<file path="src/rtl/corr_pair_sequencer_if.sv">
// Bus between the pair sequencer, the capture unit (start/cap_ready) and the DUT wrapper input.
// sim_idx carries one extra bit so the final pair count N_VALS**2 fits.
interface corr_pair_sequencer_if #(
  parameter int IN_SIZE = 4,
  parameter int N_VALS  = 16
);
  localparam int SW = 2 * $clog2(N_VALS) + 1;

  logic               start;
  logic               cap_ready;
  logic [IN_SIZE-1:0] in_o;
  logic               trig_begin;
  logic               trig_end;
  logic [SW-1:0]      sim_idx;
  logic               busy;
  logic               done;

  modport master (
    input  start, cap_ready,
    output in_o, trig_begin, trig_end, sim_idx, busy, done
  );

  modport slave (
    output start, cap_ready,
    input  in_o, trig_begin, trig_end, sim_idx, busy, done
  );
endinterface

</file>
<file path="src/rtl/corr_pair_sequencer.sv">
// Walks every ordered operand pair (i,j), driving i then j onto in_o with trigger pulses.
// Optional macro SEQ_SKIP_DIAG_EN: skip pairs with i==j.
module corr_pair_sequencer #(
  parameter int IN_SIZE = 4,
  parameter int N_VALS  = 16,
  parameter int HOLD    = 1,
  parameter int SETTLE  = 0
) (
  input  logic                   clk,
  input  logic                   rst,
  corr_pair_sequencer_if.master  bus,
  output logic [2:0]             state_dbg
);
  localparam int IW   = $clog2(N_VALS);
  localparam int SW   = 2 * IW + 1;
  localparam int CMAX = (HOLD > SETTLE) ? HOLD : SETTLE;
  localparam int CW   = $clog2(CMAX + 1);
  localparam bit HAS_GAP = (SETTLE > 0);
  localparam logic [IW-1:0] VMAX      = IW'(N_VALS - 1);
  localparam logic [CW-1:0] HOLD_M1   = CW'(HOLD - 1);
  localparam logic [CW-1:0] SETTLE_M1 = CW'((SETTLE > 0) ? SETTLE - 1 : 0);
`ifdef SEQ_SKIP_DIAG_EN
  localparam logic [IW-1:0] FIRST_J = IW'(1);
  localparam logic [IW-1:0] LAST_J  = IW'(N_VALS - 2);
`else
  localparam logic [IW-1:0] FIRST_J = '0;
  localparam logic [IW-1:0] LAST_J  = VMAX;
`endif

  typedef enum logic [2:0] {
    IDLE     = 3'd0,
    WAIT_RDY = 3'd1,
    APPLY_A  = 3'd2,
    APPLY_B  = 3'd3,
    GAP      = 3'd4,
    DONE     = 3'd5
  } state_t;

  state_t             state;
  logic [IW-1:0]      i, j;
  logic [IW-1:0]      nxt_i, nxt_j;
  logic [CW-1:0]      cnt;
  logic               last_pair, last_r;
  logic [IN_SIZE-1:0] in_r;
  logic               tb_r, te_r, busy_r, done_r;
  logic [SW-1:0]      idx_r;

  // Handshake: a pair starts only when cap_ready is high while in WAIT_RDY;
  // once started the pair runs to completion regardless of cap_ready.
  always_comb begin
    nxt_i = i;
    nxt_j = j;
    if (j == VMAX) begin
      nxt_j = '0;
      nxt_i = i + 1'b1;
    end else begin
      nxt_j = j + 1'b1;
    end
`ifdef SEQ_SKIP_DIAG_EN
    if (nxt_i == nxt_j) begin
      if (nxt_j == VMAX) begin
        nxt_j = '0;
        nxt_i = nxt_i + 1'b1;
      end else begin
        nxt_j = nxt_j + 1'b1;
      end
    end
`endif
    last_pair = (i == VMAX) && (j == LAST_J);
  end

  always_ff @(posedge clk) begin
    if (rst) begin
      state  <= IDLE;
      i      <= '0;
      j      <= '0;
      cnt    <= '0;
      last_r <= 1'b0;
      in_r   <= '0;
      tb_r   <= 1'b0;
      te_r   <= 1'b0;
      busy_r <= 1'b0;
      done_r <= 1'b0;
      idx_r  <= '0;
    end else begin
      tb_r <= 1'b0;
      te_r <= 1'b0;
      case (state)
        IDLE: begin
          if (bus.start) begin
            j      <= FIRST_J;
            busy_r <= 1'b1;
            state  <= WAIT_RDY;
          end
        end
        WAIT_RDY: begin
          if (bus.cap_ready) begin
            in_r  <= IN_SIZE'(i);
            cnt   <= '0;
            state <= APPLY_A;
          end
        end
        APPLY_A: begin
          if (cnt == HOLD_M1) begin
            in_r  <= IN_SIZE'(j);
            tb_r  <= 1'b1;
            cnt   <= '0;
            state <= APPLY_B;
          end else begin
            cnt <= cnt + 1'b1;
          end
        end
        APPLY_B: begin
          if (cnt == HOLD_M1) begin
            te_r   <= 1'b1;
            idx_r  <= idx_r + 1'b1;
            cnt    <= '0;
            last_r <= last_pair;
            if (!last_pair) begin
              i <= nxt_i;
              j <= nxt_j;
            end
            if (HAS_GAP) begin
              state <= GAP;
            end else if (last_pair) begin
              busy_r <= 1'b0;
              done_r <= 1'b1;
              state  <= DONE;
            end else begin
              state <= WAIT_RDY;
            end
          end else begin
            cnt <= cnt + 1'b1;
          end
        end
        GAP: begin
          if (cnt == SETTLE_M1) begin
            cnt <= '0;
            if (last_r) begin
              busy_r <= 1'b0;
              done_r <= 1'b1;
              state  <= DONE;
            end else begin
              state <= WAIT_RDY;
            end
          end else begin
            cnt <= cnt + 1'b1;
          end
        end
        DONE: begin
          if (bus.start) begin
            i      <= '0;
            j      <= FIRST_J;
            idx_r  <= '0;
            done_r <= 1'b0;
            busy_r <= 1'b1;
            state  <= WAIT_RDY;
          end
        end
        default: state <= IDLE;
      endcase
    end
  end

  assign bus.in_o       = in_r;
  assign bus.trig_begin = tb_r;
  assign bus.trig_end   = te_r;
  assign bus.sim_idx    = idx_r;
  assign bus.busy       = busy_r;
  assign bus.done       = done_r;
  assign state_dbg      = state;
endmodule

</file>
<file path="src/flat_wrapper.sv">
// flat-port wrapper written by rule: the top's interface ports become plain ports
module corr_pair_sequencer_flat 
#(
  parameter int IN_SIZE = 4,
  parameter int N_VALS  = 16,
  parameter int HOLD    = 1,
  parameter int SETTLE  = 0
)
  (clk, rst, state_dbg, bus_start, bus_cap_ready, bus_in_o, bus_trig_begin, bus_trig_end, bus_sim_idx, bus_busy, bus_done);
  corr_pair_sequencer_if #(.IN_SIZE(IN_SIZE), .N_VALS(N_VALS)) bus_i ();
  input  logic clk;
  input  logic rst;
  output logic [2:0] state_dbg;
  input wire logic [$bits(bus_i.start)-1:0] bus_start;
  input wire logic [$bits(bus_i.cap_ready)-1:0] bus_cap_ready;
  output wire logic [$bits(bus_i.in_o)-1:0] bus_in_o;
  output wire logic [$bits(bus_i.trig_begin)-1:0] bus_trig_begin;
  output wire logic [$bits(bus_i.trig_end)-1:0] bus_trig_end;
  output wire logic [$bits(bus_i.sim_idx)-1:0] bus_sim_idx;
  output wire logic [$bits(bus_i.busy)-1:0] bus_busy;
  output wire logic [$bits(bus_i.done)-1:0] bus_done;
  assign bus_i.start = bus_start;
  assign bus_i.cap_ready = bus_cap_ready;
  assign bus_in_o = bus_i.in_o;
  assign bus_trig_begin = bus_i.trig_begin;
  assign bus_trig_end = bus_i.trig_end;
  assign bus_sim_idx = bus_i.sim_idx;
  assign bus_busy = bus_i.busy;
  assign bus_done = bus_i.done;
  corr_pair_sequencer #(.IN_SIZE(IN_SIZE), .N_VALS(N_VALS), .HOLD(HOLD), .SETTLE(SETTLE)) u_core (.clk(clk), .rst(rst), .bus(bus_i), .state_dbg(state_dbg));
endmodule
</file>
<file path="config.mk">
export PLATFORM = sky130hd
export DESIGN_NAME = corr_pair_sequencer_flat
export DESIGN_NICKNAME = d
export VERILOG_FILES = /design/src/rtl/corr_pair_sequencer_if.sv /design/src/rtl/corr_pair_sequencer.sv /design/src/flat_wrapper.sv
export SDC_FILE = /design/constraint.sdc
export NUM_CORES = 1
export LEC_CHECK = 0
export ABC_AREA = 1
export CAP_MARGIN = 20
export CORE_MARGIN = 2
export CORE_UTILIZATION = 43
export DETAILED_ROUTE_END_ITERATION = 12
export PLACE_DENSITY = 0.66
export SKIP_CTS_REPAIR_TIMING = 1
export SLEW_MARGIN = 25
export SYNTH_ARGS = -nofsm -noshare
export SYNTH_HDL_FRONTEND = slang
export SYNTH_SLANG_ARGS = --single-unit
</file>
<file path="constraint.sdc">
create_clock -name clk -period 3.4 [get_ports clk]
set_input_delay 0.51 -clock clk [delete_from_list [all_inputs] [get_ports clk]]
set_output_delay 0.51 -clock clk [all_outputs]
set_load 0.02 [all_outputs]
</file>
==> results.json <==
{
  "status": "finished clean",
  "clk_pin_slew_ns": 0.09,
  "slowest_stage": "clkdlybuf4s50_1",
  "tightest_slew_ns": 0.493,
  "syn2layout_area_growth_pct": 25.2,
  "initial_core_util_pct": 44.2,
  "power.switching_mw": 0.202,
  "crit_buf_inv": 1,
  "synth-edff-count": 0,
  "drtPass1Iterations": 4,
  "vias": 1387,
  "cts.path.max_buffers": 2,
  "cp-end-kind": "output port",
  "postRouteAntennaNets": 0,
  "io_buffers": 23,
  "drv_cap": 0,
  "cts_root_buffer": "clkbuf_4",
  "n_antenna_cell": 0,
  "post-route-period-util_pct": 59.2,
  "netlist_area_sq_mm": 0.00146,
  "synthFlopType": "dfxtp_1",
  "power_density_mw_per_mm2": 422,
  "grt_pass1_wl_microns": 5530,
  "grtUsageTotal_pct": 17.9,
  "die_h_microns": 62.3,
  "fin_crit_ns": 2.01,
  "setup_violations": 0,
  "row_count": 21,
  "cts_sinks": 29,
  "slew_headroom_pct": 67.0,
  "critPathMaxStageDelay_ns": 0.66,
  "syn_nets": 220,
  "avgSynthCellArea_sq_um": 6.87,
  "antenna_found_initial": 0,
  "crit_cells": 1,
  "die_x_microns": 62.3,
  "required_ns": 2.89,
  "p_leak_nw": 0.738,
  "crit_chain": "clkdlybuf4s50_1",
  "synth.yosys.seq_area_share_pct": 39.7,
  "io_pins": 24,
  "globalplace.congestion": 0.811,
  "viasPerCell": 4.80,
  "post_dp_cell_area_sq_mm": 0.00175,
  "rsz0062_at_grt": "false",
  "grt_max_degree": 14,
  "fin_nets": 249,
  "rr_startpoint": "u_core.j[1]$_SDFFE_PP0P_",
  "cts_tree": "built",
  "design.core.area_sq_mm": 0.00331,
  "design_area_sq_mm": 0.00183,
  "arrival_ns": 1.50,
  "dp_cells": 281,
  "asyncSetResetFlopFracSynth_pct": 0,
  "yosysUniqueCellTypes": 24,
  "holdWs_ns": 0.452,
  "worstHoldStart": "u_core.bus.busy$_SDFFE_PP0P_",
  "power.share.clock_pct": 38.6,
  "ys_warn_count": 0,
  "wl_per_cell_microns": 10.6,
  "fin_setup_tns_ns": 0,
  "reg2reg_depth": 7,
  "wirelength_microns": 3070,
  "p_seq_share_pct": 47.5,
  "hold_path_depth": 2,
  "drt-initial-drc-count": 70,
  "synth_cells": 213,
  "layoutNonFillerInstCount": 289,
  "p_sw_share_pct": 26.1,
  "cts_made_buffers": 5,
  "fin_skew_ns": 0.0128,
  "synth_area_leaders": "dfxtp_1, nand2_1, nor2_1",
  "post-route-drc-count": 0,
  "crit_start": "u_core.state_dbg[2]$_SDFFE_PP0P_",
  "grt.overflow.total": 0,
  "slew_viol_final": 0,
  "synth_top_cell_area_share_pct": 39.7,
  "path_delay_family": "buffers and inverters",
  "place_hpwl_microns": 2270,
  "grt_pass1_vias": 1286,
  "cp-start-kind": "register",
  "irDropWorstVdd_v": 0.000279,
  "design.die.area_sq_mm": 0.00389,
  "synth_commonest_cells": "nand2_1, nor2_1, dfxtp_1",
  "clk_latency_ns": 0.34,
  "hold_viol_final": 0,
  "fill_cells": 320,
  "synth_largest_area_cell": "dfxtp_1",
  "crit_type": "register to output port",
  "yosysMostFrequentCell": "nand2_1",
  "drive_gt1_share_pct": 7.41,
  "max_freq_mhz": 497,
  "yosys_register_bits": 29,
  "hp-class": "register to register",
  "htree_levels": 2,
  "pwr-share-comb_pct": 14.0,
  "p_int_mw": 0.572,
  "path_max_fanout": 7
}
[cells by family (layout without fill, tap and decap cells)]
group,after synthesis,in the layout,share of synthesized area [%]
flip-flops,29,29,39.7
adder cells (fa/ha/maj),3,3,2.56
AO/OA/AOI/OAI,32,32,11.6
buffers and inverters,31,61,7.95
XOR/XNOR,4,4,2.39
AND/OR/NAND/NOR,114,114,35.8
[worst paths after layout]
| path | slack (ns) | end |
|---|---|---|
| max reg2reg | 1.75 | u_core.j[2]$_SDFFE_PP0P_ |
| min | 0.45 | u_core.bus.busy$_SDFFE_PP0P_ |
| max | 1.39 | state_dbg[2] |
| min reg2reg | 0.45 | u_core.bus.busy$_SDFFE_PP0P_ |
[placed cells by master, fill, tap and decap left out, types with 2 or more instances in the layout]
cell and count:
nand2_1 51, nor2_1 31, dfxtp_1 29, inv_1 28
clkdlybuf4s50_1 23, o21ai_0 15, a21oi_1 13, nand3_1 9
nand4_1 9, clkbuf_4 5, nor3_1 4, nand3_2 3
xor2_1 3, ha_1 3, nand2_2 2, inv_2 2
o211ai_1 2
[worst register-to-register path: stages, from the launching register on]
cell,delay [ns]
dfxtp_1,0.41
ha_1,0.23
nand2_1,0.08
nor2_1,0.30
nand3_4,0.20
nand3_2,0.17
nand2_1,0.06
a21oi_1,0.13
[power groups by stage]
stage                     combinational [mW]  sequential (mW)  clock, mW
final                                  0.108            0.367      0.298
after global placement                 0.108            0.375          0
after detailed placement               0.108            0.375          0
after CTS                              0.109            0.367      0.304
after global routing                   0.121            0.370      0.319
after floorplan                       0.0537            0.388          0
[sequential cells by signal (all words and copies together) (netlist names)]
name                   count
u_core.last_r              1
u_core.j                   4
u_core.bus.in_o            4
u_core.bus.done            1
u_core.state_dbg           3
u_core.bus.sim_idx         9
u_core.i                   4
u_core.bus.trig_end        1
u_core.bus.busy            1
u_core.bus.trig_begin      1
[per-stage QoR]
stage                     setup WS (ns)  utilization, %  power, mW
after floorplan                    1.96               -      0.442
final                              1.39            55.4      0.774
after CTS                          1.37            55.4      0.780
after global routing               1.32            55.4      0.810
after detailed placement           1.20            52.8      0.483
after global placement             1.22            52.8      0.484
[metal layers]
| layer | wire, microns | GRT usage [%] |
|---|---|---|
| met1 | 1460 | 21.3 |
| met2 | 1400 | 29.2 |
| met3 | 160 | 6.16 |
| met4 | 57 | 8.33 |
| met5 | 0 | 0 |
[area by class of cell]
class	count	area (sq um)	share of cell area, %
inverter	30	113	6.14
clock inverter	1	30.0	1.64
timing repair buffer	23	230	12.6
clock buffer	7	55.1	3.00
multi-input combinational	153	767	41.8
tap	46	57.6	3.14
sequential	29	581	31.7
(Power assumes the default switching activity.)
